File: config.mk
export PLATFORM = sky130hd
export DESIGN_NAME = pc_sequencer_flat
export DESIGN_NICKNAME = d
export VERILOG_FILES = /design/src/rtl/pc_sequencer_pkg.sv /design/src/rtl/pc_sequencer_if.sv /design/src/rtl/pc_sequencer_target.sv /design/src/rtl/pc_sequencer.sv /design/src/flat_wrapper.sv
export SDC_FILE = /design/constraint.sdc
export NUM_CORES = 1
export LEC_CHECK = 0
export CAP_MARGIN = 0
export CORE_UTILIZATION = 52
export DETAILED_ROUTE_END_ITERATION = 12
export HOLD_SLACK_MARGIN = 0.12
export PLACE_DENSITY = 0.81
export SETUP_SLACK_MARGIN = 0.4
export SYNTH_ARGS = -nofsm -noshare
export SYNTH_HDL_FRONTEND = slang
export SYNTH_SLANG_ARGS = --single-unit
File: constraint.sdc
create_clock -name clk -period 2.4 [get_ports clk]
set_input_delay 0.48 -clock clk [delete_from_list [all_inputs] [get_ports clk]]
set_output_delay 0.48 -clock clk [all_outputs]
set_load 0.005 [all_outputs]
File: src/rtl/pc_sequencer_pkg.sv
// Shared definitions for the fetch-stage sequencer: PC vectors, PCsel one-hot
// bit positions, fetch FSM encoding and the buffered-fetch record.
package pc_sequencer_pkg;

    localparam logic [31:0] RESET_VEC = 32'hBFC0_0000;
    localparam logic [31:0] EXC_VEC   = 32'hBFC0_0180;

    localparam int SEL_INC  = 0;
    localparam int SEL_ADD  = 1;
    localparam int SEL_JUMP = 2;
    localparam int SEL_REG  = 3;
    localparam int SEL_VEC  = 4;

    typedef enum logic [1:0] {
        RST_WAIT = 2'd0,
        REQ      = 2'd1,
        SKID     = 2'd2
    } fetch_state_t;

    typedef struct packed {
        logic [31:0] instr;
        logic [31:0] pc;
        logic        valid;
    } fetch_entry_t;

    // Any select other than plain increment changes the fetch stream.
    function automatic logic is_redirect(input logic [4:0] sel);
        return |sel[4:1];
    endfunction

endpackage

File: src/rtl/pc_sequencer_if.sv
// Instruction-memory request/acknowledge channel between the fetch sequencer
// (master) and the instruction memory (slave).
interface pc_sequencer_if;

    logic        ireq;
    logic [31:0] iaddr;
    logic        iack;
    logic [31:0] idata;

    modport master (output ireq, output iaddr, input iack, input idata);
    modport slave  (input ireq, input iaddr, output iack, output idata);

endinterface

File: src/rtl/pc_sequencer_target.sv
// Combinational redirect target: selects among branch add, jump, register and
// exception vector using the one-hot PCsel from EX.
module pc_target
    import pc_sequencer_pkg::*;
(
    input  logic [31:0] ex_pc,
    input  logic [4:0]  pc_sel,
    input  logic [31:0] pc_offset,
    input  logic [25:0] pc_jump,
    input  logic [31:0] reg_target,
    output logic [31:0] target
);

    logic [31:0] base;
    logic [31:0] raw;

    assign base = ex_pc + 32'd4;

    always_comb begin
        raw = base;
        case (1'b1)
            pc_sel[SEL_VEC]:  raw = EXC_VEC;
            pc_sel[SEL_REG]:  raw = reg_target;
            pc_sel[SEL_JUMP]: raw = {base[31:28], pc_jump, 2'b00};
            pc_sel[SEL_ADD]:  raw = base + pc_offset;
            pc_sel[SEL_INC]:  raw = base;
            default:          raw = base;
        endcase
    end

    // Fetch addresses are always word aligned, including JR/JALR targets.
    assign target = raw & 32'hFFFF_FFFC;

endmodule

File: src/rtl/pc_sequencer.sv
// Fetch-stage sequencer: owns the PC and the IF/ID register, runs the imem
// handshake and applies EX redirects, exceptions and stalls.
module pc_sequencer
    import pc_sequencer_pkg::*;
(
    input  logic                  clk,
    input  logic                  rst_n,
    input  logic [4:0]            pc_sel,
    input  logic [31:0]           pc_offset,
    input  logic [25:0]           pc_jump,
    input  logic [31:0]           reg_target,
    input  logic [31:0]           ex_pc,
    input  logic                  br_valid,
    input  logic                  exc,
    input  logic                  stall,
    pc_sequencer_if.master        imem,
    output logic [31:0]           instr,
    output logic [31:0]           instr_pc,
    output logic                  instr_valid,
    output logic [31:0]           epc
);

    fetch_state_t state, state_next;
    fetch_entry_t skid, ifid;
    logic [31:0]  pc, pend_target, redirect_target, flush_target;
    logic         squash, redirect_ok, flush;

    pc_target u_target (
        .ex_pc      (ex_pc),
        .pc_sel     (pc_sel),
        .pc_offset  (pc_offset),
        .pc_jump    (pc_jump),
        .reg_target (reg_target),
        .target     (redirect_target)
    );

    assign redirect_ok  = br_valid & ~stall & ~exc & is_redirect(pc_sel);
    assign flush        = exc | redirect_ok;
    assign flush_target = exc ? EXC_VEC : redirect_target;

    always_ff @(posedge clk or negedge rst_n) begin
        if (!rst_n) state <= RST_WAIT;
        else        state <= state_next;
    end

    always_comb begin
        state_next = state;
        case (state)
            RST_WAIT: state_next = REQ;
            REQ:      if (imem.iack && !flush && stall) state_next = SKID;
            SKID:     if (flush || !stall) state_next = REQ;
            default:  state_next = RST_WAIT;
        endcase
    end

    always_comb begin
        imem.ireq  = (state == REQ);
        imem.iaddr = pc;
    end

    // A redirect during an unacknowledged request is parked in pend_target so
    // the address stays stable until the memory answers.
    always_ff @(posedge clk or negedge rst_n) begin
        if (!rst_n) begin
            pc          <= RESET_VEC;
            pend_target <= '0;
            squash      <= 1'b0;
            skid        <= '0;
            ifid        <= '0;
            epc         <= '0;
        end else begin
            if (exc) epc <= ex_pc;

            case (state)
                RST_WAIT: if (flush) pc <= flush_target;
                REQ: begin
                    if (imem.iack) begin
                        squash <= 1'b0;
                        if (flush) begin
                            pc <= flush_target;
                        end else begin
                            pc <= squash ? pend_target : pc + 32'd4;
                            if (stall) skid <= '{instr: imem.idata, pc: pc, valid: ~squash};
                        end
                    end else if (flush) begin
                        squash      <= 1'b1;
                        pend_target <= flush_target;
                    end
                end
                SKID: begin
                    if (flush) begin
                        pc         <= flush_target;
                        skid.valid <= 1'b0;
                    end
                end
                default: ;
            endcase

            if (exc) begin
                ifid.valid <= 1'b0;
            end else if (!stall) begin
                if (state == REQ && imem.iack && !redirect_ok)
                    ifid <= '{instr: imem.idata, pc: pc, valid: ~squash};
                else if (state == SKID && !redirect_ok)
                    ifid <= skid;
                else
                    ifid.valid <= 1'b0;
            end
        end
    end

    assign instr       = ifid.instr;
    assign instr_pc    = ifid.pc;
    assign instr_valid = ifid.valid;

endmodule

File: src/flat_wrapper.sv
// flat-port wrapper written by rule: the top's interface ports become plain ports
module pc_sequencer_flat import pc_sequencer_pkg::*;
  (clk, rst_n, pc_sel, pc_offset, pc_jump, reg_target, ex_pc, br_valid, exc, stall, instr, instr_pc, instr_valid, epc, imem_ireq, imem_iaddr, imem_iack, imem_idata);
  pc_sequencer_if imem_i ();
  input  logic clk;
  input  logic rst_n;
  input  logic [4:0] pc_sel;
  input  logic [31:0] pc_offset;
  input  logic [25:0] pc_jump;
  input  logic [31:0] reg_target;
  input  logic [31:0] ex_pc;
  input  logic br_valid;
  input  logic exc;
  input  logic stall;
  output logic [31:0] instr;
  output logic [31:0] instr_pc;
  output logic instr_valid;
  output logic [31:0] epc;
  output wire logic [$bits(imem_i.ireq)-1:0] imem_ireq;
  output wire logic [$bits(imem_i.iaddr)-1:0] imem_iaddr;
  input wire logic [$bits(imem_i.iack)-1:0] imem_iack;
  input wire logic [$bits(imem_i.idata)-1:0] imem_idata;
  assign imem_ireq = imem_i.ireq;
  assign imem_iaddr = imem_i.iaddr;
  assign imem_i.iack = imem_iack;
  assign imem_i.idata = imem_idata;
  pc_sequencer u_core (.clk(clk), .rst_n(rst_n), .pc_sel(pc_sel), .pc_offset(pc_offset), .pc_jump(pc_jump), .reg_target(reg_target), .ex_pc(ex_pc), .br_valid(br_valid), .exc(exc), .stall(stall), .imem(imem_i), .instr(instr), .instr_pc(instr_pc), .instr_valid(instr_valid), .epc(epc));
endmodule
==> results.md <==
- Critical R2R Launch: u_core.imem.iaddr[13]$_DFFE_PN0P_
- Max Root-Sink Buffers: 3
- Total grt overflow: 0
- Synth async-reset ratio: 100%
- CP Data Required Time: 2.87 ns
- HPWL Detailed: 34.9 mm
- Crit path top cell by count: buf_6
- Core area: 0.0245 mm^2
- Post-synthesis cell count: 1371
- Clock slew at reported path FFs: 0.06 ns
- Crit-path max cell delay: 0.56 ns
- First-pass GRT wire length: 83.7 mm
- Pre-Repair DR Iteration Count: 8
- Worst setup path class: in2reg
- Tcrit/Tclk final: 151%
- Slowest-stage cell, CP: or4_4
- Final nets: 2185
- Fin crit period: 3.63 ns
- Largest cells by area after synthesis: dfrtp_1 40%, mux2_2 8.7%, mux2i_1 6.3%, nand2_1 5.4%, o21ai_0 4.9%
- Htree depth: 1
- Initial antenna violation count: 2
- Initial Utilization: 53.4%
- Fill count: 934
- Pin count of the biggest net entering global routing: 65
- Via count: 15700
- Routed WL: 66.8 mm
- Share of cells above drive strength 1: 41.0%
- Outcome: finished, violations left
- Vias in the first global route: 15000
- Inst Count DP: 2164
- Drc violations: 0
- Worst Setup End Kind: flip-flop
- Hold Path Origin: ex_pc[7]
- Seq/Total Area, Yosys: 42.3%
- Hold Path Depth: 3
- Final setup viols: 52
- CTS buffer count: 24
- Total track usage: 41.6%
- Met1 usage: 48.0%
- Power Density: 699 mW/mm^2
- Crit path depth: 18
- Syn avg cell area: 9.56 um^2
- Clock skew: 0.0161 ns
- Leading area contributor after synthesis: dfrtp_1
- GRT met2 Usage: 73.2%
- Max-cap violations: 0
- Layout Cells excl Fill: 2324
- Pins Over Slew Limit: 0
- Port Buf Inserts: 287
- Met3 Use GR: 6.90%
- Die width: 161 um
- Setup slack after layout: -1.23 ns
- Mapped cell area: 0.0131 mm^2
- Violated checks: negative setup slack
- Clk root buf: clkbuf_16
- Worst Setup SP: ex_pc[4]
- GP Congestion: 0.959
- CP bufs+invs: 4
- Unrepaired setup endpoints after global routing: true
- Seq cells post-synth: 221
- F_max: 276 MHz
- Area growth syn-to-layout: 68.5%
- Hold Path Class: in2reg
- Worst-path fanout max: 6
- Die Area: 0.0258 mm^2
- Busiest grt layer: met2
- Total clock sinks: 221
- IR drop worst, VDD: 0.000620 V
- CP arrival: 4.09 ns
- 1st-iter DRT viols: 2200
- Wire per inst: 28.7 um
- FP Rows: 57
- IO Count: 295
- Top cell type's share of synthesized area: 40.5%
- Die Y: 161 um
- Worst skew pair latency: 0.55 ns
- Worst-Margin Slew: 0.929 ns
- Number of synthesized flops with an enable pin: 0
- Number of routed nets with antenna violations: 0
- Vias per inst: 6.74
- Main flop type after synthesis: dfrtp_1
- Max-slew headroom: 37.8%
- R2R depth: 10
- Setup TNS: -38.72 ns
- Critical path, cell by cell: buf_6 -> and4_4 -> buf_6 -> and3_4 -> buf_6 -> nand2_4 -> xnor2_4 -> ha_4 -> o21ai_4 -> nand2b_1 -> o41ai_4 -> buf_6 -> a211oi_4 -> nor3_2 -> o311ai_1 -> o21ai_1 -> or4_4 -> nand3_2
- Final Hold Fails: 0
- Synth cell types: 74
- CTS tree: yes
- CP top delay family: simple AND/OR/NAND/NOR gates
- Ys Warns: 0
- Static Leak: 0.00955 uW
- Kind of start point of the critical path: primary input
==> per-stage QoR <==
stage | util (%) | instance area (um^2) | power, uW | setup WS [ns] | hold slack (ns)
6_report | 90.0 | 22100 | 15400 | -1.23 | 0.313
5_1_grt | 89.9 | 22100 | 15800 | -1.23 | 0.321
4_1_cts | 84.8 | 20800 | 14200 | -0.670 | 0.304
3_5_place_dp | 75.5 | 18500 | 10100 | -1.72 | 0.417
3_3_place_gp | 75.5 | 18500 | 9840 | -1.66 | 0.409
2_1_floorplan | - | 13600 | 7370 | -0.901 | 0.184
==> cell families (layout without fill, tap and decap cells) <==
| logic type | Yosys count | after routing | share of synthesized area [%] |
|---|---|---|---|
| adder cells (fa/ha/maj) | 39 | 39 | 3.72 |
| multiplexers | 184 | 184 | 15.0 |
| other | 1 | 5 | 0.0286 |
| XOR/XNOR | 70 | 70 | 4.74 |
| flip-flops | 221 | 221 | 42.3 |
| buffers and inverters | 96 | 721 | 3.06 |
| AND/OR/NAND/NOR | 409 | 409 | 14.2 |
| AO/OA/AOI/OAI | 351 | 351 | 16.9 |
==> final cells by class <==
type | instances | area, um^2 | share of cell area, %
Sequential cell | 221 | 5550 | 25.1
Timing Repair Buffer | 661 | 6160 | 27.9
Inverter | 16 | 62.6 | 0.283
Multi-Input combinational cell | 1057 | 9150 | 41.4
Clock buffer | 35 | 662 | 3.00
Tap cell | 324 | 405 | 1.84
Clock inverter | 9 | 87.6 | 0.397
Antenna cell | 1 | 2.50 | 0.0113
==> synth_stat cells (all sizes together) (21+ instances only) <==
library cell / n
dfrtp: 212
nand2: 187
o21ai: 137
mux2: 101
mux2i: 83
a21oi: 77
nor2: 75
clkbuf: 54
nand3: 46
xnor2: 45
ha: 39
buf: 26
nor3: 25
xor2: 25
nand4: 21
==> worst register-to-register path, cell delays in order, from the launching register on <==
cell and delay, ns:
dfrtp_1 0.39, and3_1 0.31, and3_1 0.40, nand3_1 0.14, nor2_1 0.30, buf_4 0.19
nand3_1 0.11, xor2_1 0.16, o2111ai_1 0.20, o21ai_0 0.14, nor2_1 0.12
==> power breakdown <==
group / total [uW] / switching (uW) / leakage, uW / internal (uW)
sequential: 5400 / 733 / 0.00269 / 4660
clock: 3680 / 1650 / 0.000366 / 2030
combinational: 6360 / 3120 / 0.00649 / 3240
==> cells in the final DEF (no fill, tap or decap), types with 12 or more instances in the layout <==
master / Yosys / layout
a21o_1: 13 / 13
a21oi_1: 77 / 44
a21oi_2: 0 / 24
buf_12: 0 / 13
buf_4: 4 / 298
buf_6: 0 / 61
clkbuf_16: 0 / 26
clkdlybuf4s50_1: 0 / 229
dfrtp_1: 212 / 209
dlygate4sd2_1: 0 / 30
ha_1: 39 / 14
ha_4: 0 / 22
mux2_2: 101 / 96
mux2i_1: 83 / 62
mux2i_4: 0 / 14
nand2_1: 187 / 167
nand3_1: 45 / 33
nand4_1: 20 / 20
nor2_1: 74 / 60
nor2_4: 0 / 12
nor3_1: 24 / 13
o21a_1: 15 / 15
o21ai_0: 128 / 32
o21ai_1: 7 / 71
o21ai_2: 2 / 28
xnor2_1: 44 / 22
xnor2_2: 1 / 18
xor2_1: 25 / 20
==> flip-flops by register name, indices dropped and copies added, names as in the netlist <==
name                cells
u_core.imem.iaddr      30
u_core.instr           32
u_core.squash           1
u_core.instr_valid      1
u_core.skid            63
u_core.epc             32
u_core.pend_target     30
u_core.state            2
u_core.instr_pc        30
==> worst paths after layout <==
kind                       slack [ns]                            endpoint
max                             -1.23  u_core.pend_target[14]$_DFFE_PN0P_
min                              0.31           u_core.epc[7]$_DFFE_PN0P_
max reg2reg                     -0.13   u_core.imem.iaddr[28]$_DFFE_PN1P_
min reg2reg                      0.49         u_core.instr[4]$_DFFE_PN0P_
max in group asynchronous        1.20   u_core.imem.iaddr[29]$_DFFE_PN1P_
min in group asynchronous        0.44     u_core.instr_pc[13]$_DFFE_PN0P_
==> what timing repair did <==
action / 4_1_cts / 5_1_grt
hold buffers: 1 / 0
setup buffers: 67 / 41
cloned: 4 / 2
endpoints found under the setup margin: 186 / 145
pin swaps: 123 / 105
gates resized for setup: 311 / 184
endpoints found under the hold margin: 44 / 0
==> per-layer routing <==
layer	share of wire [%]	wire, um
met3	11	7560
met4	11	7060
met2	46	30600
met1	32	21600
met5	0.019	13
No activity file was read; power rests on OpenSTA's default activity.
